==> src/rtl/code_lock_pkg.sv <==
// rtl/code_lock_pkg.sv - shared types and constants for the code_lock block
//
// Contents:
//   BCD_W   : width of one BCD digit.
//   BCD_MAX : largest legal BCD digit value.
//   state_e : lock state (IDLE, ENTRY, OPEN, LOCKOUT, PROGRAM).
//   max3    : helper for sizing the shared cycle timer.
package code_lock_pkg;

  localparam int BCD_W = 4;
  localparam logic [BCD_W-1:0] BCD_MAX = 4'd9;

  typedef enum logic [2:0] {
    ST_IDLE,
    ST_ENTRY,
    ST_OPEN,
    ST_LOCKOUT,
    ST_PROGRAM
  } state_e;

  function automatic int max3(input int a, input int b, input int c);
    int m;
    m = (a > b) ? a : b;
    return (m > c) ? m : c;
  endfunction

endpackage

==> src/rtl/code_lock_if.sv <==
// rtl/code_lock_if.sv - keypad-side handshake and status bundle of code_lock
//
// Optional macro: CODE_LOCK_PROG_EN adds prog_i.
// Signals:
//   enable_i       keypad enable; low forces ready_o low
//   digit_valid_i  digit_i valid this cycle
//   digit_i        BCD digit
//   ready_o        digit accepted when digit_valid_i && ready_o
//   clear_i        discard partial entry
//   lock_i         end unlock window early
//   prog_i         (CODE_LOCK_PROG_EN) enter code programming from OPEN
//   unlocked_o     unlock window active
//   fail_o         one-cycle wrong-code pulse
//   lockout_o      lockout active
//   digit_count_o  digits accepted in current entry
//   fail_count_o   consecutive failures
// Modports: master = keypad/controller side, slave = code_lock.
interface code_lock_if #(
  parameter int NUM_DIGITS = 4,
  parameter int MAX_FAILS  = 3
);
  import code_lock_pkg::*;

  localparam int DCW = $clog2(NUM_DIGITS + 1);
  localparam int FCW = $clog2(MAX_FAILS + 1);

  logic             enable_i;
  logic             digit_valid_i;
  logic [BCD_W-1:0] digit_i;
  logic             ready_o;
  logic             clear_i;
  logic             lock_i;
`ifdef CODE_LOCK_PROG_EN
  logic             prog_i;
`endif
  logic             unlocked_o;
  logic             fail_o;
  logic             lockout_o;
  logic [DCW-1:0]   digit_count_o;
  logic [FCW-1:0]   fail_count_o;

  modport master (
    output enable_i, digit_valid_i, digit_i, clear_i, lock_i,
`ifdef CODE_LOCK_PROG_EN
    output prog_i,
`endif
    input  ready_o, unlocked_o, fail_o, lockout_o, digit_count_o, fail_count_o
  );

  modport slave (
    input  enable_i, digit_valid_i, digit_i, clear_i, lock_i,
`ifdef CODE_LOCK_PROG_EN
    input  prog_i,
`endif
    output ready_o, unlocked_o, fail_o, lockout_o, digit_count_o, fail_count_o
  );

endinterface

==> src/rtl/cycle_timer.sv <==
// rtl/cycle_timer.sv - loadable down-counter with a done flag
//
// Ports:
//   clk_i    clock, rising edge
//   rst_ni   asynchronous active-low reset (count returns to zero)
//   load_i   load value_i (has priority over dec_i)
//   value_i  load value
//   dec_i    decrement by one, saturating at zero
//   done_o   count is zero
// A window of N cycles is produced by loading N-1 on entry and leaving
// on the edge where done_o is seen high.
module cycle_timer #(
  parameter int WIDTH = 8
) (
  input  logic             clk_i,
  input  logic             rst_ni,
  input  logic             load_i,
  input  logic [WIDTH-1:0] value_i,
  input  logic             dec_i,
  output logic             done_o
);

  logic [WIDTH-1:0] count_q;

  always_ff @(posedge clk_i or negedge rst_ni) begin
    if (!rst_ni) begin
      count_q <= '0;
    end else if (load_i) begin
      count_q <= value_i;
    end else if (dec_i && (count_q != '0)) begin
      count_q <= count_q - 1'b1;
    end
  end

  assign done_o = (count_q == '0);

endmodule

==> src/rtl/code_lock.sv <==
// rtl/code_lock.sv - serial BCD keypad code lock with unlock window and lockout
//
// Optional macro: CODE_LOCK_PROG_EN (runtime code programming via prog_i).
// Ports:
//   clk_i   sole clock, rising edge
//   rst_ni  asynchronous active-low reset
//   bus     code_lock_if.slave (digit handshake, clear/lock, status outputs)
// Digits are compared as they arrive against the code; only a sticky
// mismatch flag is kept, never the digits themselves. One cycle_timer
// serves the unlock window, the lockout and the inter-digit timeout, since
// those never overlap.
module code_lock
  import code_lock_pkg::*;
#(
  parameter int                          NUM_DIGITS     = 4,
  parameter logic [NUM_DIGITS*BCD_W-1:0] CODE           = 16'h1082,
  parameter int                          MAX_FAILS      = 3,
  parameter int                          LOCKOUT_CYCLES = 1000,
  parameter int                          OPEN_CYCLES    = 500,
  parameter int                          ENTRY_TIMEOUT  = 200
) (
  input  logic       clk_i,
  input  logic       rst_ni,
  code_lock_if.slave bus
);

  localparam int DCW = $clog2(NUM_DIGITS + 1);
  localparam int FCW = $clog2(MAX_FAILS + 1);
  localparam int TW  = $clog2(max3(LOCKOUT_CYCLES, OPEN_CYCLES, ENTRY_TIMEOUT) + 1);

  localparam logic [DCW-1:0] LAST_IDX  = DCW'(NUM_DIGITS - 1);
  localparam logic [FCW-1:0] LAST_FAIL = FCW'(MAX_FAILS - 1);
  localparam logic [TW-1:0]  T_OPEN    = TW'(OPEN_CYCLES - 1);
  localparam logic [TW-1:0]  T_LOCK    = TW'(LOCKOUT_CYCLES - 1);
  localparam logic [TW-1:0]  T_ENTRY   = TW'(ENTRY_TIMEOUT - 1);

  state_e         state_q, state_d;
  logic [DCW-1:0] dcnt_q, dcnt_d;
  logic           mis_q, mis_d;
  logic [FCW-1:0] fcnt_q, fcnt_d;
  logic           fail_q, fail_d;

  logic           ready;
  logic           accept;
  logic           to_idle;
  logic           mis_next;
  logic [BCD_W-1:0] digit_ref;

  logic           tmr_load;
  logic [TW-1:0]  tmr_val;
  logic           tmr_dec;
  logic           tmr_done;

  logic [NUM_DIGITS*BCD_W-1:0] code_cur;

`ifdef CODE_LOCK_PROG_EN
  // Live code plus a staging buffer so an aborted programming pass leaves
  // the previous code untouched.
  logic [NUM_DIGITS*BCD_W-1:0] code_q, code_d;
  logic [NUM_DIGITS*BCD_W-1:0] pbuf_q, pbuf_d;
  assign code_cur = code_q;
`else
  assign code_cur = CODE;
`endif

  cycle_timer #(.WIDTH(TW)) u_timer (
    .clk_i   (clk_i),
    .rst_ni  (rst_ni),
    .load_i  (tmr_load),
    .value_i (tmr_val),
    .dec_i   (tmr_dec),
    .done_o  (tmr_done)
  );

  assign ready  = bus.enable_i &&
                  ((state_q == ST_IDLE) || (state_q == ST_ENTRY) || (state_q == ST_PROGRAM));
  assign accept = bus.digit_valid_i && ready;

  // Non-BCD input can never match and is flagged explicitly as well.
  assign digit_ref = code_cur[dcnt_q*BCD_W +: BCD_W];
  assign mis_next  = mis_q || (bus.digit_i != digit_ref) || (bus.digit_i > BCD_MAX);

  always_ff @(posedge clk_i or negedge rst_ni) begin
    if (!rst_ni) begin
      state_q <= ST_IDLE;
      dcnt_q  <= '0;
      mis_q   <= 1'b0;
      fcnt_q  <= '0;
      fail_q  <= 1'b0;
`ifdef CODE_LOCK_PROG_EN
      code_q  <= CODE;
      pbuf_q  <= CODE;
`endif
    end else begin
      state_q <= state_d;
      dcnt_q  <= dcnt_d;
      mis_q   <= mis_d;
      fcnt_q  <= fcnt_d;
      fail_q  <= fail_d;
`ifdef CODE_LOCK_PROG_EN
      code_q  <= code_d;
      pbuf_q  <= pbuf_d;
`endif
    end
  end

  always_comb begin
    state_d  = state_q;
    dcnt_d   = dcnt_q;
    mis_d    = mis_q;
    fcnt_d   = fcnt_q;
    fail_d   = 1'b0;
    tmr_load = 1'b0;
    tmr_val  = '0;
    tmr_dec  = 1'b0;
    to_idle  = 1'b0;
`ifdef CODE_LOCK_PROG_EN
    code_d   = code_q;
    pbuf_d   = pbuf_q;
`endif

    case (state_q)
      ST_IDLE, ST_ENTRY: begin
        if (bus.clear_i) begin
          // clear wins over a digit presented in the same cycle
          to_idle = 1'b1;
        end else if (accept) begin
          if (dcnt_q == LAST_IDX) begin
            dcnt_d = '0;
            mis_d  = 1'b0;
            if (!mis_next) begin
              state_d  = ST_OPEN;
              fcnt_d   = '0;
              tmr_load = 1'b1;
              tmr_val  = T_OPEN;
            end else begin
              fail_d = 1'b1;
              if (fcnt_q == LAST_FAIL) begin
                state_d  = ST_LOCKOUT;
                fcnt_d   = '0;
                tmr_load = 1'b1;
                tmr_val  = T_LOCK;
              end else begin
                state_d  = ST_IDLE;
                fcnt_d   = fcnt_q + 1'b1;
                tmr_load = 1'b1;
                tmr_val  = '0;
              end
            end
          end else begin
            state_d  = ST_ENTRY;
            dcnt_d   = dcnt_q + 1'b1;
            mis_d    = mis_next;
            tmr_load = 1'b1;
            tmr_val  = T_ENTRY;
          end
        end else if (state_q == ST_ENTRY) begin
          if (tmr_done) begin
            to_idle = 1'b1;
          end else begin
            tmr_dec = 1'b1;
          end
        end else begin
          // IDLE keeps the timer parked at zero
          to_idle = 1'b1;
        end
      end

      ST_OPEN: begin
        if (bus.lock_i) begin
          to_idle = 1'b1;
`ifdef CODE_LOCK_PROG_EN
        end else if (bus.prog_i) begin
          state_d  = ST_PROGRAM;
          dcnt_d   = '0;
          pbuf_d   = code_q;
          tmr_load = 1'b1;
          tmr_val  = T_ENTRY;
`endif
        end else if (tmr_done) begin
          to_idle = 1'b1;
        end else begin
          tmr_dec = 1'b1;
        end
      end

      ST_LOCKOUT: begin
        if (tmr_done) begin
          to_idle = 1'b1;
        end else begin
          tmr_dec = 1'b1;
        end
      end

`ifdef CODE_LOCK_PROG_EN
      ST_PROGRAM: begin
        if (bus.clear_i) begin
          to_idle = 1'b1;
        end else if (accept) begin
          pbuf_d[dcnt_q*BCD_W +: BCD_W] = bus.digit_i;
          if (dcnt_q == LAST_IDX) begin
            code_d  = pbuf_d;
            to_idle = 1'b1;
          end else begin
            dcnt_d   = dcnt_q + 1'b1;
            tmr_load = 1'b1;
            tmr_val  = T_ENTRY;
          end
        end else if (tmr_done) begin
          to_idle = 1'b1;
        end else begin
          tmr_dec = 1'b1;
        end
      end
`endif

      default: begin
        to_idle = 1'b1;
      end
    endcase

    if (to_idle) begin
      state_d  = ST_IDLE;
      dcnt_d   = '0;
      mis_d    = 1'b0;
      tmr_load = 1'b1;
      tmr_val  = '0;
    end
  end

  assign bus.ready_o       = ready;
  assign bus.unlocked_o    = (state_q == ST_OPEN);
  assign bus.lockout_o     = (state_q == ST_LOCKOUT);
  assign bus.fail_o        = fail_q;
  assign bus.digit_count_o = dcnt_q;
  assign bus.fail_count_o  = fcnt_q;

endmodule

==> src/flat_wrapper.sv <==
// flat-port wrapper written by rule: the top's interface ports become plain ports
module code_lock_flat import code_lock_pkg::*;
#(
  parameter int                          NUM_DIGITS     = 4,
  parameter logic [NUM_DIGITS*BCD_W-1:0] CODE           = 16'h1082,
  parameter int                          MAX_FAILS      = 3,
  parameter int                          LOCKOUT_CYCLES = 1000,
  parameter int                          OPEN_CYCLES    = 500,
  parameter int                          ENTRY_TIMEOUT  = 200
)
  (clk_i, rst_ni, bus_enable_i, bus_digit_valid_i, bus_digit_i, bus_clear_i, bus_lock_i, bus_ready_o, bus_unlocked_o, bus_fail_o, bus_lockout_o, bus_digit_count_o, bus_fail_count_o);
  code_lock_if #(.NUM_DIGITS(NUM_DIGITS), .MAX_FAILS(MAX_FAILS)) bus_i ();
  input  logic clk_i;
  input  logic rst_ni;
  input wire logic [$bits(bus_i.enable_i)-1:0] bus_enable_i;
  input wire logic [$bits(bus_i.digit_valid_i)-1:0] bus_digit_valid_i;
  input wire logic [$bits(bus_i.digit_i)-1:0] bus_digit_i;
  input wire logic [$bits(bus_i.clear_i)-1:0] bus_clear_i;
  input wire logic [$bits(bus_i.lock_i)-1:0] bus_lock_i;
  output wire logic [$bits(bus_i.ready_o)-1:0] bus_ready_o;
  output wire logic [$bits(bus_i.unlocked_o)-1:0] bus_unlocked_o;
  output wire logic [$bits(bus_i.fail_o)-1:0] bus_fail_o;
  output wire logic [$bits(bus_i.lockout_o)-1:0] bus_lockout_o;
  output wire logic [$bits(bus_i.digit_count_o)-1:0] bus_digit_count_o;
  output wire logic [$bits(bus_i.fail_count_o)-1:0] bus_fail_count_o;
  assign bus_i.enable_i = bus_enable_i;
  assign bus_i.digit_valid_i = bus_digit_valid_i;
  assign bus_i.digit_i = bus_digit_i;
  assign bus_i.clear_i = bus_clear_i;
  assign bus_i.lock_i = bus_lock_i;
  assign bus_ready_o = bus_i.ready_o;
  assign bus_unlocked_o = bus_i.unlocked_o;
  assign bus_fail_o = bus_i.fail_o;
  assign bus_lockout_o = bus_i.lockout_o;
  assign bus_digit_count_o = bus_i.digit_count_o;
  assign bus_fail_count_o = bus_i.fail_count_o;
  code_lock #(.NUM_DIGITS(NUM_DIGITS), .CODE(CODE), .MAX_FAILS(MAX_FAILS), .LOCKOUT_CYCLES(LOCKOUT_CYCLES), .OPEN_CYCLES(OPEN_CYCLES), .ENTRY_TIMEOUT(ENTRY_TIMEOUT)) u_core (.clk_i(clk_i), .rst_ni(rst_ni), .bus(bus_i));
endmodule
==> config.mk <==
export PLATFORM = sky130hd
export DESIGN_NAME = code_lock_flat
export DESIGN_NICKNAME = d
export VERILOG_FILES = /design/src/rtl/code_lock_pkg.sv /design/src/rtl/code_lock_if.sv /design/src/rtl/cycle_timer.sv /design/src/rtl/code_lock.sv /design/src/flat_wrapper.sv
export SDC_FILE = /design/constraint.sdc
export NUM_CORES = 1
export LEC_CHECK = 0
export CORE_UTILIZATION = 55
export DETAILED_ROUTE_END_ITERATION = 8
export GPL_TIMING_DRIVEN = 1
export PLACE_DENSITY = 0.93
export SLEW_MARGIN = 20
export SYNTH_ARGS = -nofsm -noshare
export SYNTH_HDL_FRONTEND = slang
export SYNTH_SLANG_ARGS = --single-unit
==> constraint.sdc <==
create_clock -name clk_i -period 3.1 [get_ports clk_i]
set_input_delay 0.31 -clock clk_i [delete_from_list [all_inputs] [get_ports clk_i]]
set_output_delay 0.31 -clock clk_i [all_outputs]
set_load 0.03 [all_outputs]
# --- Word level (Yosys, flattened, before mapping) ---
# Cells that the tools add are included.
classes:
  add_sub_neg: 3
  magnitude_cmp: 1
  n_eq_ne: 8
  n_shift: 1
  n_mux: 49
  bitwise: 1
  n_reduce_logical: 16
op_table:
  columns: ["op", "count"]
  rows:
  - ["two-way mux 10 bit", 9]
  - ["two-way mux 3 bit", 11]
  - ["two-way mux 1 bit", 24]
  - ["indexed part select 16 x 6 -> 4 bit, first input constant", 1]
  - ["zero test 10 bit", 1]
  - ["nonzero test 10 bit", 1]
  - ["subtractor 10 x 1 -> 10 bit, second input constant", 1]
  - ["equality test 3 x 2 -> 1 bit, second input constant", 3]
  - ["two-way mux 2 bit", 3]
  - ["case mux 1 bit (3 select lines)", 2]
  - ["nonzero test 2 bit", 3]
  - ["> comparator 4 bit, second input constant", 1]
  - ["logical OR 1 bit", 4]
  - ["inequality test 4 bit", 1]
  - ["AND reduction 4 bit", 1]
  - ["adder 3 x 1 -> 3 bit, second input constant", 1]
  - ["equality test 3 x 1 -> 1 bit, second input constant", 1]
  - ["equality test 3 bit, second input constant", 1]
  - ["logical AND 1 bit", 3]
  - ["zero test 3 bit", 1]
  - ["AND reduction 3 bit", 1]
  - ["adder 2 x 1 -> 2 bit, second input constant", 1]
  - ["equality test 2 bit, second input constant", 1]
  - ["inequality test 2 x 1 -> 1 bit, second input constant", 1]
  - ["other kinds (2)", 2]
word_totals:
  ff_bits: 20
  inputBits: 10

# --- Longest topological paths before layout ---
logic_depth:
  depth_word: 11
  mapped_depth: 7
  ltp_nobuf: 7

# --- By module ---
# From an unflattened synthesis, not the netlist that was laid out.
hier_totals:
  hier_cells: 140
  area_unflattened_um2: 1278.7
by_module_without_submodules:
  columns: ["module", "instances", "cells_each", "area_per_inst_um2", "seq_area_each_um2"]
  rows:
  - ["code_lock", 1, 73, 656.9, 225.2]
  - ["cycle_timer", 1, 67, 621.8, 250.2]

# --- Least setup slack after synthesis ---
# OpenSTA, ideal clock, no wires.
synth_path:
  path_type: "register to register"
  from: "register u_core.dcnt_q[0], in the netlist u_core.bus.digit_count_o[0]"
  to: "register u_core.u_timer.count_q[6]"
  setup_time_ns: 0.083
  arrival_ns: 1.812
  path_slack_ns: 1.205
  stages_incl_launch_ff: 8
  period_less_slack_ns: 1.895
  path_cell_list: "dfrtp_1 inv_1 ha_1 o21ba_2 nor3_1 o311ai_4 a31o_2 o21ai_0"
synth_via:
  elab_chain_len: 11
synth_lines:
  columns: ["element", "line", "rtl"]
  rows:
  - ["start, declared", "code_lock.sv:38", "logic [DCW-1:0] dcnt_q, dcnt_d;"]
  - ["start signal, assigned", "code_lock.sv:96", "dcnt_q <= dcnt_d;"]
  - ["indexed part select 16 x 6 -> 4 bit", "code_lock.sv:80", "assign digit_ref = code_cur[dcnt_q*BCD_W +: BCD_W];"]
  - ["inequality test 4 bit", "code_lock.sv:81", "assign mis_next = mis_q || (bus.digit_i != digit_ref) || (bus.digit_i > BCD_MAX);"]
  - ["logical OR 1 bit (2 in a row)", "code_lock.sv:81", null]
  - ["two-way mux 10 bit", "code_lock.sv:131", "if (!mis_next) begin"]
  - ["two-way mux 10 bit *", "code_lock.sv:128", "if (dcnt_q == LAST_IDX) begin"]
  - ["two-way mux 10 bit *", "code_lock.sv:127", "end else if (accept) begin"]
  - ["two-way mux 10 bit *", "code_lock.sv:124", "if (bus.clear_i) begin"]
  - ["two-way mux 10 bit *", "code_lock.sv:122", "case (state_q)"]
  - ["two-way mux 10 bit *", "code_lock.sv:222", "if (to_idle) begin"]
  - ["two-way mux 10 bit *", "cycle_timer.sv:28", "end else if (load_i) begin"]
  - ["end signal, assigned", "cycle_timer.sv:29", "count_q <= value_i;"]
  - ["end signal, assigned", "cycle_timer.sv:31", "count_q <= count_q - 1'b1;"]
  - ["end, declared", "cycle_timer.sv:23", "logic [WIDTH-1:0] count_q;"]
# Every way passes the cells marked *; elsewhere a longest branch is shown, timed or not.
# A chain may end at the register's enable or synchronous reset.

# --- Worst setup path in the final report ---
layout_path:
  from: "register u_core.dcnt_q[0], in the netlist u_core.bus.digit_count_o[0]"
  to: "register u_core.fcnt_q[0], in the netlist u_core.bus.fail_count_o[0]"
layout_via:
  elab_chain_len: 5
layout_lines:
  columns: ["element", "line", "rtl"]
  rows:
  - ["indexed part select 16 x 6 -> 4 bit", "code_lock.sv:80", null]
  - ["inequality test 4 bit", "code_lock.sv:81", null]
  - ["logical OR 1 bit (2 in a row)", "code_lock.sv:81", null]
  - ["two-way mux 2 bit", "code_lock.sv:131", null]
  - ["end signal, assigned", "code_lock.sv:98", "fcnt_q <= fcnt_d;"]
  - ["end, declared", "code_lock.sv:40", "logic [FCW-1:0] fcnt_q, fcnt_d;"]
# Parallel ways exist; a longest one is shown, timed or not.

==> qor.txt <==
outcome = finished, final reports clean
die outline area = 2120 um2
Max-slew headroom = 44.4%
layout cells sized above 1 = 8.46%
reg2reg start = u_core.bus.digit_count_o[0]$_DFFE_PN0P_
fin crit share = 62.3%
largest net degree at the start of global routing = 20
Initial Utilization = 60.4%
CP top delay family = compound AO/OA/AOI/OAI gates
synth unique cells = 35
clk_skew = 3.76 ps
CTS HTree Levels = 1
Via density = 5.85
global-route wire length before repair = 3570 um
cts bufs inserted = 3
Worst Path Buf+Inv = 1
core area = 1760 um2
fmax = 0.518 GHz
Ports = 19
Crit-path slowest cell = dfrtp_1
Clock Latency Late Sink = 280 ps
Resized cells post-CTS = 0
CTS tree = built
Synth Register Bits = 19
Via Count = 906
Worst EP arrival = 2130 ps
Clock Tree Buf Depth = 2
initial antenna violation count = 0
FFs w/ async S/R, synth = 100%
drc violations = 0
Rows = 15
Clock Power Share = 25.6%
flop-to-flop setup slack = 1170 ps
Syn Inst Count = 108
Req. time, crit path = 3300 ps
GRT Resource Usage Total = 24.1%
Comb power frac = 17.8%
Worst R2R Path Depth = 6
Sw Share = 25.6%
ant diodes = 0
Overall Power = 461 uW
area grow syn2layout = 22.6%
commonest cells after routing, fill and taps aside = 19 x dfrtp_1, 18 x clkdlybuf4s50_1, 12 x o21ai_0
maximum vdd drop = 0.249 mV
P per Cell Area = 353 nW/um2
Post-CTS Hold Buffers = 0
crit-path max FO = 5
fin util = 74.0%
CP peak stage delay = 430 ps
RR Endpoint = u_core.bus.fail_count_o[0]$_DFFE_PN0P_
drt pass-1 iters = 4
fillcell total = 140
# clock sinks = 19
post-synthesis sequential area ratio = 44.7%
Die Y = 46 um
max_cap viols = 0
syn nets = 122
Cell Area, Synth = 1060 um2
Final min period = 1930 ps
Root Driver = clkbuf_4
Post-Route WL = 2210 um
clk slew on worst S/H paths = 100 ps
Top FF cell, synth = dfrtp_1
hold crit path type = primary input to async pin
total congestion overflow = 0
Final Hold Vio Count = 0
PortBufs = 18
# Post-CTS Setup Buffers = 0
CP cell instances = inv_1 -> ha_1 -> and4b_1 -> o311ai_4 -> nand3_2 -> o31ai_1
commonest non-fill, non-tap cell in the layout = dfrtp_1
Seq pwr share = 56.5%
Final #Nets = 145
RSZ-0062 raised after global routing = false
Pint = 343 uW
routability congestion estimate = 0.767
Slew Viols, Final = 0
Psw = 118 uW
number of global-route vias before repair = 867
per-cell routed wire length = 14.2 um
Routed Antenna Nets = 0
WS Path Type = flip-flop to flip-flop
Crit. End Element = flip-flop
Post-synth EDFFs = 0
# setup viols final = 0
Pleak = 0.598 nW
setup TNS = 0 ps
DP HPWL = 1700 um
crit path launch type = flip-flop
mean post-synth cell area = 9.86 um2
Die Width = 46 um
Worst-Margin Slew = 831 ps
Synth Warn # = 0
DRT iter0 DRCs = 33
Yosys cell counts, types with 2 or more instances:
library cell | count | area, um2
nand2_1 | 11 | 41.3
xnor2_1 | 4 | 35.0
and2_1 | 2 | 12.5
o21ai_0 | 12 | 60.1
nor2_1 | 9 | 33.8
xor2_1 | 6 | 52.6
nor3_1 | 3 | 15.0
nand2b_1 | 2 | 12.5
dfrtp_1 | 19 | 475
nor2b_1 | 4 | 25.0
o21ai_1 | 2 | 10.0
a21o_1 | 2 | 15.0
inv_1 | 7 | 26.3
ha_1 | 4 | 50.1
worst max path at each step:
| stage | from | to | slack [ps] | cells after the start |
|---|---|---|---|---|
| after CTS | u_core.bus.digit_count_o[0]$_DFFE_PN0P_ | u_core.u_timer.count_q[6]$_DFFE_PN0P_ | 1180 | 6 |
| after global routing | u_core.bus.digit_count_o[0]$_DFFE_PN0P_ | u_core.bus.fail_count_o[0]$_DFFE_PN0P_ | 1020 | 6 |
| final | u_core.bus.digit_count_o[0]$_DFFE_PN0P_ | u_core.bus.fail_count_o[0]$_DFFE_PN0P_ | 1170 | 6 |
| after global placement | bus_digit_i[1] | u_core.u_timer.count_q[1]$_DFFE_PN0P_ | 1150 | 6 |
| after floorplan | u_core.bus.digit_count_o[0]$_DFFE_PN0P_ | u_core.u_timer.count_q[6]$_DFFE_PN0P_ | 1200 | 7 |
| after detailed placement | bus_digit_i[1] | u_core.u_timer.count_q[6]$_DFFE_PN0P_ | 1020 | 6 |
flip-flops by register name, indices dropped and copies added (netlist names):
signal	count
u_core.bus.fail_count_o	2
u_core.bus.fail_o	1
u_core.mis_q	1
u_core.state_q	2
u_core.bus.digit_count_o	3
u_core.u_timer.count_q	10
through the flow:
stage	worst slack [ps]	hold slack, ps	instances	cell area, um2
floorplan	1200	14.4	108	1060
global placement	1150	502	151	1280
detailed placement	1020	523	151	1280
CTS	1180	512	155	1310
global route	1020	530	155	1310
finish	1170	494	155	1310
layout make-up:
class / count / area [um2] / area share [%]
Timing Repair Buffer: 19 / 188 / 14.4
Multi-Input combinational cell: 81 / 558 / 42.8
Clock buffer: 4 / 26.3 / 2.01
Inverter: 7 / 26.3 / 2.01
Sequential cell: 19 / 475 / 36.4
Tap cell: 25 / 31.3 / 2.40
kinds of logic (layout without fill, tap and decap cells):
| group | Yosys count | count (layout) | share of synthesized area, % |
|---|---|---|---|
| XOR/XNOR | 10 | 10 | 8.23 |
| buffers and inverters | 8 | 30 | 2.94 |
| flip-flops | 19 | 19 | 44.7 |
| AND/OR/NAND/NOR | 42 | 42 | 22.3 |
| AO/OA/AOI/OAI | 25 | 25 | 17.2 |
| adder cells (fa/ha/maj) | 4 | 4 | 4.70 |
power by group through the flow:
stage / registers (mW) / logic, mW / clock network, mW
final: 0.261 / 0.0821 / 0.118
after global routing: 0.262 / 0.0906 / 0.135
after CTS: 0.260 / 0.0822 / 0.123
after detailed placement: 0.265 / 0.0814 / 0
after global placement: 0.265 / 0.0782 / 0
after floorplan: 0.266 / 0.0489 / 0
metal layers:
metal  share of wire [%]  GRT usage, %  wire length (um)
met1                  41          26.3               905
met2                  48          42.8              1070
met3                 6.1          3.97               134
met4                 4.4          14.7                98
met5                   0             0                 0
No activity file was read; power rests on OpenSTA's default activity.
